## src/rtl/dmem_arbiter.sv

```systemverilog
// Two-port arbiter in front of the single-ported data memory: port 0 has fixed
// priority, a starvation counter guarantees port 1 progress, responses are registered.
module dmem_arbiter #(
  parameter int AW         = 32,
  parameter int DW         = 32,
  parameter int DEPTH      = 1024,
  parameter int STARVE_MAX = 4
) (
  input  logic                              clk,
  input  logic                              rst,
  input  logic                              p0_req,
  input  logic                              p0_we,
  input  logic [AW-1:0]                     p0_addr,
  input  logic [DW-1:0]                     p0_wdata,
  input  logic                              p1_req,
  input  logic                              p1_we,
  input  logic [AW-1:0]                     p1_addr,
  input  logic [DW-1:0]                     p1_wdata,
  output logic                              p0_gnt,
  output logic                              p1_gnt,
  output logic                              p0_rvalid,
  output logic [DW-1:0]                     p0_rdata,
  output logic                              p0_err,
  output logic                              p1_rvalid,
  output logic [DW-1:0]                     p1_rdata,
  output logic                              p1_err,
  output logic [AW-1:0]                     mem_A,
  output logic [DW-1:0]                     mem_WD,
  output logic                              mem_WE,
  input  logic [DW-1:0]                     mem_RD,
  output logic [$clog2(STARVE_MAX+1)-1:0]   dbg_starve_cnt_o
);

  localparam int            CW         = $clog2(STARVE_MAX + 1);
  localparam logic [CW-1:0] STARVE_SAT = CW'(STARVE_MAX);
  localparam logic [AW-1:0] DEPTH_A    = AW'(DEPTH);

  // Handshake: req/we/addr/wdata are held by the requester until gnt (the
  // "ready"); the access completes in the gnt cycle and the requester may move
  // on in the next cycle. rvalid is a single-cycle pulse one cycle after gnt.

  logic [CW-1:0] starve_q, starve_d;
  logic          p1_wins, any_gnt, sel_we, in_range;
  logic [AW-1:0] sel_addr;
  logic [DW-1:0] sel_wdata, resp_rdata;

  logic          p0_rvalid_q, p0_rvalid_d, p1_rvalid_q, p1_rvalid_d;
  logic          p0_err_q, p0_err_d, p1_err_q, p1_err_d;
  logic [DW-1:0] p0_rdata_q, p0_rdata_d, p1_rdata_q, p1_rdata_d;

  always_comb begin
    p1_wins   = p1_req && (!p0_req || (starve_q == STARVE_SAT));
    p0_gnt    = p0_req && !p1_wins;
    p1_gnt    = p1_wins;
    any_gnt   = p0_req || p1_req;
    sel_addr  = p1_wins ? p1_addr  : p0_addr;
    sel_wdata = p1_wins ? p1_wdata : p0_wdata;
    sel_we    = p1_wins ? p1_we    : p0_we;
    in_range  = sel_addr < DEPTH_A;

    mem_A  = any_gnt ? sel_addr  : '0;
    mem_WD = any_gnt ? sel_wdata : '0;
    // Out-of-range writes and writes during reset never reach the array.
    mem_WE = any_gnt && sel_we && in_range && !rst;
  end

  always_comb begin
    starve_d = '0;
    if (p1_req && !p1_wins) begin
      starve_d = (starve_q == STARVE_SAT) ? starve_q : starve_q + CW'(1);
    end
  end

  always_comb begin
    resp_rdata  = (any_gnt && !sel_we && in_range) ? mem_RD : '0;
    p0_rvalid_d = p0_gnt;
    p0_rdata_d  = p0_gnt ? resp_rdata : '0;
    p0_err_d    = p0_gnt && !in_range;
    p1_rvalid_d = p1_gnt;
    p1_rdata_d  = p1_gnt ? resp_rdata : '0;
    p1_err_d    = p1_gnt && !in_range;
  end

  always_ff @(posedge clk) begin
    if (rst) begin
      starve_q    <= '0;
      p0_rvalid_q <= 1'b0;
      p0_rdata_q  <= '0;
      p0_err_q    <= 1'b0;
      p1_rvalid_q <= 1'b0;
      p1_rdata_q  <= '0;
      p1_err_q    <= 1'b0;
    end else begin
      starve_q    <= starve_d;
      p0_rvalid_q <= p0_rvalid_d;
      p0_rdata_q  <= p0_rdata_d;
      p0_err_q    <= p0_err_d;
      p1_rvalid_q <= p1_rvalid_d;
      p1_rdata_q  <= p1_rdata_d;
      p1_err_q    <= p1_err_d;
    end
  end

  assign p0_rvalid        = p0_rvalid_q;
  assign p0_rdata         = p0_rdata_q;
  assign p0_err           = p0_err_q;
  assign p1_rvalid        = p1_rvalid_q;
  assign p1_rdata         = p1_rdata_q;
  assign p1_err           = p1_err_q;
  assign dbg_starve_cnt_o = starve_q;

endmodule

```

## config.mk

```make
export PLATFORM = sky130hd
export DESIGN_NAME = dmem_arbiter
export DESIGN_NICKNAME = d
export VERILOG_FILES = /design/src/rtl/dmem_arbiter.sv
export SDC_FILE = /design/constraint.sdc
export NUM_CORES = 1
export LEC_CHECK = 0
export ABC_CLOCK_PERIOD_IN_PS = 4100
export BUFFER_PORTS_ARGS = -buffer_cell sky130_fd_sc_hd__buf_2
export CORE_UTILIZATION = 25
export DETAILED_ROUTE_END_ITERATION = 16
export PLACE_DENSITY = 0.53
export SLEW_MARGIN = 40
export SYNTH_ARGS = -nofsm -noshare
export SYNTH_HDL_FRONTEND = slang
export SYNTH_SLANG_ARGS = --single-unit
```

## constraint.sdc

```tcl
create_clock -name clk -period 4.1 [get_ports clk]
set_clock_uncertainty 0.1 [all_clocks]
set_input_delay 0.205 -clock clk [delete_from_list [all_inputs] [get_ports clk]]
set_output_delay 0.205 -clock clk [all_outputs]
set_load 0.01 [all_outputs]
```

==> results of run 1 <==
==> per-stage QoR <==
step	power, mW	setup slack, ns
after floorplan	0.854	1.62
after global placement	1.03	1.10
after detailed placement	1.03	1.09
after CTS	1.81	1.02
after global routing	1.87	0.884
final	1.78	1.06
==> worst max-delay path: cells and delay by family (launching register included) <==
family / cells / cell delay (ns)
buffers and inverters: 4 / 0.60
AO/OA/AOI/OAI: 2 / 0.59
AND/OR/NAND/NOR: 2 / 0.60
adder cells (fa/ha/maj): 1 / 0.24
flip-flops: 1 / 0.35
==> sequential cells by signal, summed over array words and instances, names as in the netlist <==
signal / flops
p1_rvalid: 1
dbg_starve_cnt_o: 3
p0_err: 1
p1_rdata: 32
p1_err: 1
p0_rvalid: 1
p0_rdata: 32
==> layer usage <==
metal  wire (um)  vias up  global-route usage [%]
met5           0        -                       0
met4         174        0                    5.71
li1            -     2121                       -
met3        1140       12                    5.14
met1        5880     2001                    22.6
met2        7500      208                    35.4
==> cells by family (layout without fill, tap and decap cells) <==
| group | Yosys count | count (layout) | synth area share, % |
|---|---|---|---|
| flip-flops | 71 | 71 | 40.5 |
| other | 0 | 1 | 0 |
| buffers and inverters | 49 | 336 | 6.03 |
| AND/OR/NAND/NOR | 266 | 266 | 34.1 |
| multiplexers | 2 | 2 | 0.571 |
| adder cells (fa/ha/maj) | 2 | 2 | 0.714 |
| AO/OA/AOI/OAI | 60 | 60 | 18.1 |
==> layout make-up <==
| type | count | area (sq um) |
|---|---|---|
| multi-input combinational | 330 | 1890 |
| sequential | 71 | 1420 |
| antenna | 1 | 2.50 |
| timing repair buffer | 316 | 1620 |
| inverter | 4 | 15.0 |
| tap | 176 | 220 |
| clock buffer | 13 | 250 |
| clock inverter | 3 | 42.5 |
| fill | 1475 | 7990 |
==> layout by cell type (no fill, tap or decap), drive strengths merged, types with 4 or more instances in the layout <==
cell type,instances
a2111oi,34
a21oi,23
nor2,5
dlygate4sd3,4
and3,31
clkbuf,13
nor4,9
buf,312
nand2,163
dfxtp,71
nand3,45
inv,4
==> power by group through the flow <==
stage	sequential [mW]	clock (mW)	combinational (mW)
CTS	0.693	0.794	0.323
global placement	0.708	0	0.317
finish	0.693	0.769	0.320
global route	0.693	0.826	0.353
floorplan	0.709	0	0.145
detailed placement	0.708	0	0.318
==> timing repair <==
action,4_1_cts,5_1_grt
endpoints found under the setup margin,0,0
hold buffers,4,0
gates resized for setup,0,0
hold endpoints to repair,4,0
==> synthesized netlist by cell type <==
cell type,number,area share (%)
sky130_fd_sc_hd__clkbuf_1,30,3.2
sky130_fd_sc_hd__a2111oi_2,31,13
sky130_fd_sc_hd__dfxtp_1,71,41
sky130_fd_sc_hd__or3_1,1,0.18
sky130_fd_sc_hd__inv_2,1,0.11
sky130_fd_sc_hd__or2_2,1,0.18
sky130_fd_sc_hd__a21oi_1,23,3.3
sky130_fd_sc_hd__mux2i_1,2,0.57
sky130_fd_sc_hd__nor3_1,2,0.29
sky130_fd_sc_hd__a21bo_1,1,0.29
sky130_fd_sc_hd__nor4_1,9,1.6
sky130_fd_sc_hd__nor2_1,5,0.54
sky130_fd_sc_hd__buf_6,3,0.96
sky130_fd_sc_hd__or3_4,1,0.32
sky130_fd_sc_hd__o21a_1,1,0.21
sky130_fd_sc_hd__and2_1,3,0.54
sky130_fd_sc_hd__ha_1,2,0.71
sky130_fd_sc_hd__nand3_1,45,6.4
sky130_fd_sc_hd__nor2b_1,1,0.18
sky130_fd_sc_hd__nand3b_1,2,0.43
sky130_fd_sc_hd__buf_2,4,0.57
sky130_fd_sc_hd__buf_1,8,0.86
sky130_fd_sc_hd__inv_1,3,0.32
sky130_fd_sc_hd__a41oi_1,1,0.25
sky130_fd_sc_hd__and3_1,31,5.5
sky130_fd_sc_hd__or3b_2,1,0.25
sky130_fd_sc_hd__a2111oi_0,3,0.75
sky130_fd_sc_hd__nand2_1,163,17
sky130_fd_sc_hd__nand4_1,1,0.18
==> worst max-delay path by stage <==
stage,endpoint,depth (start not counted),from,slack [ns]
after detailed placement,mem_WE,6,p1_addr[18],1.09
after global routing,mem_WE,9,dbg_starve_cnt_o[0],0.88
after CTS,mem_WE,9,dbg_starve_cnt_o[0],1.02
final,mem_WE,9,dbg_starve_cnt_o[0],1.06
after global placement,mem_WE,6,p1_addr[18],1.10
after floorplan,mem_WE,10,dbg_starve_cnt_o[0],1.62
==> impl_table.tex, run 1 <==
\begin{tabular}{lr}
\hline
Metric & Value \\
\hline
\multicolumn{2}{l}{\textbf{Worst setup path}} \\
CP arrival & roughly 2.7 ns \\
Startpoint of the worst register-to-register path & dbg\_starve\_cnt\_o[0] \\
FF-to-FF End & p0\_rdata[31] \\
Highest fanout seen on the critical path & 33 \\
Data required, critical path & between 3 and 4 ns \\
Depth of the worst register-to-register path & 8 \\
Library cell contributing the largest single delay on the critical path & sky130\_fd\_sc\_hd\_\_or3\_2 \\
Setup CP Type & register to output port \\
Critical-path cell list & inv\_1, ha\_1, nand2\_1, a21bo\_2, inv\_2, or3\_2, buf\_4, a2111oi\_2, buf\_2 \\
Largest stage delay, worst path & around 0.46 ns \\
Worst-case register-to-register setup slack & approximately 1.6 ns \\
Startpoint type of the worst setup path & register \\
Worst setup EP type & output port \\
\multicolumn{2}{l}{\textbf{Finish}} \\
Utilization after layout & 40.6\% \\
Finished layout cell area & between 5000 and 6000 sq um \\
Total number of nets in the final design & 900 \\
Number of standard cells in the final layout excluding fillers & 914 \\
Share of final-layout standard cells stronger than drive strength 1 & just under 50\% \\
Layout Area Growth over Synthesis & 55.9\% \\
\multicolumn{2}{l}{\textbf{Route}} \\
Routed len/inst & about 16 um \\
Post-detailed-route DRC marker count & 0 \\
Via density per instance & approximately 4.8 \\
First DRT Iteration DRCs & roughly 240 \\
First drt pass iteration count & 5 \\
Remaining antenna violation count & 0 \\
Number of vias after detailed routing & 4342 \\
Overall routed net length & approximately 15 mm \\
\multicolumn{2}{l}{\textbf{Synth}} \\
Syn\_area\_per\_cell & 7.79 sq um \\
Part of the Yosys area used for sequential elements & 40.5\% \\
Post-synthesis instance area & $\sim$3500 sq um \\
Warning count from the yosys run & 0 \\
Netlist cell types & 29 \\
Yosys reg bits & 71 \\
Cell count after synthesis & 450 \\
Number of nets in the synthesized netlist & just over 600 \\
\multicolumn{2}{l}{\textbf{Global routing}} \\
Number of global-route vias before repair & 4049 \\
Initial antenna violation count & 1 \\
Wire length of the first global-routing pass & 21.7 mm \\
Pin count of the biggest net entering global routing & around 70 \\
Global-route total usage across every layer & $\sim$20\% \\
Final global-route overflow total & 0 \\
\multicolumn{2}{l}{\textbf{Pwr}} \\
Clock network fraction of design power & roughly 43\% \\
Worst-case vdd ir drop & roughly 140 uV \\
Pleak & 3.00 nW \\
Switching power & 0.469 mW \\
Sequential group share of total power & 38.9\% \\
PD cells & around 330 nW/um\^{}2 \\
Internal power & 1.31 mW \\
Switching Share & between 20\% and 30\% \\
Comb pwr share & between 15 and 20\% \\
\multicolumn{2}{l}{\textbf{Floorplan}} \\
Top-level port count & about 300 \\
Die Wd & around 120 um \\
Initial core utilization & 26.1\% \\
Cell Rows & 42 \\
Floorplan core area & 13500 sq um \\
Die area & between 10000 and 15000 sq um \\
Height of the die & $\sim$120 um \\
\multicolumn{2}{l}{\textbf{Run status}} \\
Result of the run & finished, final reports clean \\
\multicolumn{2}{l}{\textbf{Clock network}} \\
CTS tree & yes \\
Deepest level of the CTS H-tree & 3 \\
Post-CTS clock slew at the launch and capture registers of the worst setup and hold paths & roughly 0.050 ns \\
Setup bufs post-CTS & 0 \\
TritonCTS buffer count & 9 \\
CTS Buffer Depth & 2 \\
Clk Latency, worst-skew pair & between 0.3 and 0.4 ns \\
Number of clock sinks seen by CTS & 71 \\
Clock root buffer & sky130\_fd\_sc\_hd\_\_clkbuf\_16 \\
\multicolumn{2}{l}{\textbf{Timing}} \\
Max-slew violation count & 0 \\
Post-layout min period & slightly above 3 ns \\
Number of endpoints with negative hold slack in the final report & 0 \\
Fin crit share & between 70\% and 80\% \\
Worst Hold Margin & 0.0188 ns \\
Setup total negative slack & 0 ns \\
Setup violation total in the final timing report & 0 \\
Setup repair after global routing missed its margin & false \\
Worst slew margin relative to its limit & between 50\% and 60\% \\
Maximum clock rate & $\sim$0.33 GHz \\
Least-Margin Pin Slew & 0.679 ns \\
\multicolumn{2}{l}{\textbf{Min path}} \\
Hold Crit Class & input pin to register \\
Capture endpoint of the worst hold path & p1\_rdata[6] \\
Hold path depth & 2 \\
Hold path startpoint & mem\_RD[6] \\
\multicolumn{2}{l}{\textbf{Place}} \\
Final weighted congestion in routability-driven placement & 0.851 \\
Placed Instance Area & 5130 sq um \\
Placed Cells incl. Taps & around 890 \\
Port-buffer cells & slightly above 300 \\
Detailed placer's ending HPWL & 11.5 mm \\
\multicolumn{2}{l}{\textbf{Run}} \\
MaxCap Viol Count & 0 \\
\hline
\end{tabular}
Power figures use the tool's default switching activity.
==> run 2: changes to the inputs <==
--- a/config.mk
+++ b/config.mk
@@ -5,11 +5,11 @@
 export SDC_FILE = /design/constraint.sdc
 export NUM_CORES = 1
 export LEC_CHECK = 0
-export ABC_CLOCK_PERIOD_IN_PS = 4100
+export ABC_CLOCK_PERIOD_IN_PS = 2600
 export BUFFER_PORTS_ARGS = -buffer_cell sky130_fd_sc_hd__buf_2
 export CORE_UTILIZATION = 25
 export DETAILED_ROUTE_END_ITERATION = 16
-export PLACE_DENSITY = 0.53
+export PLACE_DENSITY = 0.55
 export SLEW_MARGIN = 40
 export SYNTH_ARGS = -nofsm -noshare
 export SYNTH_HDL_FRONTEND = slang
==> constraint.sdc (replaced) <==
create_clock -name clk -period 2.6 [get_ports clk]
set_clock_uncertainty 0.1 [all_clocks]
set_input_delay 0.13 -clock clk [delete_from_list [all_inputs] [get_ports clk]]
set_output_delay 0.13 -clock clk [all_outputs]
set_load 0.01 [all_outputs]
==> run 2 against run 1 <==
  * Count of clock-buffer cells in the layout decreased by 2
  * Final area increased by 8.2%
  * Final cell count increased by 3.5%
  * Setup slack got worse by 1.0 ns
  * Critical path depth decreased by 1
  * Routed wire length increased by 0.69%
  * Sequential power increased by 57%
  * Largest power group unchanged
  * Clock power increased by 74%
==> impl_table.tex, run 2 (same netlist as run 1, synthesis figures left out) <==
\begin{tabular}{lr}
\hline
Metric & Value \\
\hline
\multicolumn{2}{l}{\textbf{Worst setup path}} \\
Buffer and inverter count on the worst path & 3 (-1) \\
Kind of cell adding the most delay to the critical path & compound AO/OA/AOI/OAI gates \\
CP arrival & 2.32 ns (-0.42 ns) \\
Library cell contributing the largest single delay on the critical path & sky130\_fd\_sc\_hd\_\_or3\_4 \\
Depth of the worst register-to-register path & 8 (unchanged) \\
Setup CP Type & register to output port \\
Data required, critical path & 2.37 ns (-1.43 ns) \\
Startpoint type of the worst setup path & register \\
Worst setup EP type & output port \\
Critical-path cell list & inv\_2, ha\_4, nand2\_2, a21bo\_2, buf\_4, or3\_4, a2111oi\_4, buf\_2 \\
Startpoint of the worst register-to-register path & dbg\_starve\_cnt\_o[1] \\
Highest fanout seen on the critical path & 4 (-88\%) \\
Largest stage delay, worst path & 0.41 ns (-0.05 ns) \\
Worst-case register-to-register setup slack & 0.15 ns (-1.46 ns) \\
FF-to-FF End & p0\_rdata[0] \\
\multicolumn{2}{l}{\textbf{Pwr}} \\
Total power draw & 2.99 mW (+68\%) \\
Switching Share & 25.3\% (-1.0 points) \\
Internal power & 2.23 mW (+70\%) \\
PD cells & 505 nW/um\^{}2 (+55\%) \\
Clock network fraction of design power & 45.0\% (+1.8 points) \\
Pleak & 3.20 nW (+6.4\%) \\
Switching power & 0.755 mW (+61\%) \\
Worst-case vdd ir drop & 261 uV (+86\%) \\
Sequential group share of total power & 36.6\% (-2.3 points) \\
Comb pwr share & 18.4\% (+0.5 points) \\
\multicolumn{2}{l}{\textbf{Place}} \\
Placed Cells incl. Taps & 898 (+0.56\%) \\
Final weighted congestion in routability-driven placement & 0.871 (+2.3\%) \\
Port-buffer cells & 303 (unchanged) \\
Detailed placer's ending HPWL & 11.5 mm (about the same) \\
\multicolumn{2}{l}{\textbf{Timing}} \\
Post-layout min period & $\sim$2.5 ns \\
Maximum clock rate & approximately 0.39 GHz \\
Number of endpoints with negative hold slack in the final report & 0 (unchanged) \\
Worst slew margin relative to its limit & 61.6\% (+6.9 points) \\
Least-Margin Pin Slew & 0.570 ns (-0.109 ns) \\
Max-slew violation count & 0 (unchanged) \\
Setup violation total in the final timing report & 0 (unchanged) \\
Fin crit share & a little over nine tenths \\
\multicolumn{2}{l}{\textbf{Finish}} \\
Most used cells in the layout excluding fill and tap cells & 303 x sky130\_fd\_sc\_hd\_\_buf\_2, 162 x sky130\_fd\_sc\_hd\_\_nand2\_1, 71 x sky130\_fd\_sc\_hd\_\_dfxtp\_1 \\
Number of standard cells in the final layout excluding fillers & 946 (+3.5\%) \\
Layout Area Growth over Synthesis & 68.7\% \\
Total number of nets in the final design & 933 (+3.7\%) \\
Most common cell after layout, fill and taps aside & sky130\_fd\_sc\_hd\_\_buf\_2 \\
Share of final-layout standard cells stronger than drive strength 1 & 48.8\% (-0.29 points) \\
\# diodes & 0 (-1) \\
Filler cells & 1417 (-3.9\%) \\
\multicolumn{2}{l}{\textbf{Floorplan}} \\
Height of the die & 120 um (unchanged) \\
Initial core utilization & 26.1\% (unchanged) \\
Die area & 14500 sq um (unchanged) \\
Cell Rows & 42 (unchanged) \\
Floorplan core area & 13500 sq um (unchanged) \\
Top-level port count & 304 (unchanged) \\
Die Wd & 120 um (unchanged) \\
\multicolumn{2}{l}{\textbf{Clock network}} \\
Clk Latency, worst-skew pair & 0.32 ns (about the same) \\
TritonCTS buffer count & 9 (unchanged) \\
CTS Buffer Depth & 2 (unchanged) \\
Clock root buffer & sky130\_fd\_sc\_hd\_\_clkbuf\_16 \\
Post-CTS clock slew at the launch and capture registers of the worst setup and hold paths & 0.06 ns (about the same) \\
CTS tree & yes \\
Deepest level of the CTS H-tree & 3 (unchanged) \\
Number of clock sinks seen by CTS & 71 (unchanged) \\
\multicolumn{2}{l}{\textbf{Route}} \\
First DRT Iteration DRCs & 315 (+32\%) \\
First drt pass iteration count & 5 (unchanged) \\
Post-detailed-route DRC marker count & 0 (unchanged) \\
Overall routed net length & 14.8 mm (+0.69\%) \\
Via density per instance & 4.72 (-0.67\%) \\
Routed len/inst & 15.6 um (-2.7\%) \\
Number of vias after detailed routing & 4464 (+2.8\%) \\
Remaining antenna violation count & 0 (unchanged) \\
\multicolumn{2}{l}{\textbf{Global routing}} \\
Initial antenna violation count & 0 (-1) \\
Wire length of the first global-routing pass & 21.9 mm (+0.57\%) \\
Global-route total usage across every layer & 19.4\% (-0.25 points) \\
Pin count of the biggest net entering global routing & 68 (-1.4\%) \\
Final global-route overflow total & 0 (unchanged) \\
Number of global-route vias before repair & 4342 (+7.2\%) \\
\multicolumn{2}{l}{\textbf{Min path}} \\
Hold path depth & 2 (unchanged) \\
Capture endpoint of the worst hold path & p1\_rdata[11] \\
Hold path startpoint & mem\_RD[11] \\
Hold Crit Class & input pin to register \\
\multicolumn{2}{l}{\textbf{Run status}} \\
Result of the run & finished, final reports clean \\
\multicolumn{2}{l}{\textbf{Run}} \\
MaxCap Viol Count & 0 (unchanged) \\
\hline
\end{tabular}
run 2: cell types whose count changed in the layout (fill, tap and decap cells not counted), moves of 2 or more:
cell,before,now
sky130_fd_sc_hd__buf_12,0,5
sky130_fd_sc_hd__clkbuf_1,3,0
sky130_fd_sc_hd__dlygate4sd3_1,4,31
sky130_fd_sc_hd__inv_1,3,1
sky130_fd_sc_hd__inv_2,1,3
run 2: cell type report:
cell class                      count  area [sq um]  area share, %
Timing Repair Buffer              349          2010           33.9
Multi-Input combinational cell    330          1920           32.5
Sequential cell                    71          1420           24.0
Clock buffer                       11           253           4.27
Tap cell                          176           220           3.72
Clock inverter                      5          78.8           1.33
Inverter                            4          15.0          0.254
run 2: power by group through the flow:
stage	clock network [mW]	registers (mW)	logic (mW)
floorplan	0	1.12	0.229
global placement	0	1.12	0.509
detailed placement	0	1.12	0.511
CTS	1.36	1.09	0.552
global route	1.40	1.09	0.603
finish	1.34	1.09	0.550
run 2: how the worst max path moves through the flow:
stage                              from            to  slack [ns]  cells past startpoint
finish              dbg_starve_cnt_o[1]        mem_WE        0.05                      8
detailed placement  dbg_starve_cnt_o[0]   p0_rdata[0]        0.20                      8
global placement    dbg_starve_cnt_o[0]  p0_rdata[31]        0.31                      8
CTS                 dbg_starve_cnt_o[0]        mem_WE       0.004                      8
global route        dbg_starve_cnt_o[1]        mem_WE       -0.03                      8
floorplan           dbg_starve_cnt_o[0]        mem_WE        0.20                     10
run 2: what timing repair did:
item                       CTS  global route
setup buffers                1             0
setup endpoints to repair    4            13
hold endpoints to repair    60             0
gates resized for setup      2             6
pin swaps                    2             0
hold buffers                31             0
run 2: stage by stage:
step | hold slack, ns | area (sq um) | TNS, ns | util [%] | setup slack, ns
after floorplan | 0.113 | 3510 | 0 | - | 0.196
after global routing | 0.00585 | 5910 | -0.0255 | 44.0 | -0.0255
final | 0.00134 | 5910 | 0 | 44.0 | 0.0531
after CTS | 0.0138 | 5880 | 0 | 43.7 | 0.00447
after global placement | 0.276 | 5230 | 0 | 38.9 | 0.306
after detailed placement | 0.275 | 5230 | 0 | 38.9 | 0.195
run 2: metal layers:
metal | vias up | GRT usage [%] | routed length, um
li1 | 2186 | - | -
met1 | 2064 | 20.9 | 5830
met2 | 196 | 36.9 | 7730
met3 | 18 | 4.62 | 990
met4 | 0 | 5.79 | 250
met5 | - | 0 | 0
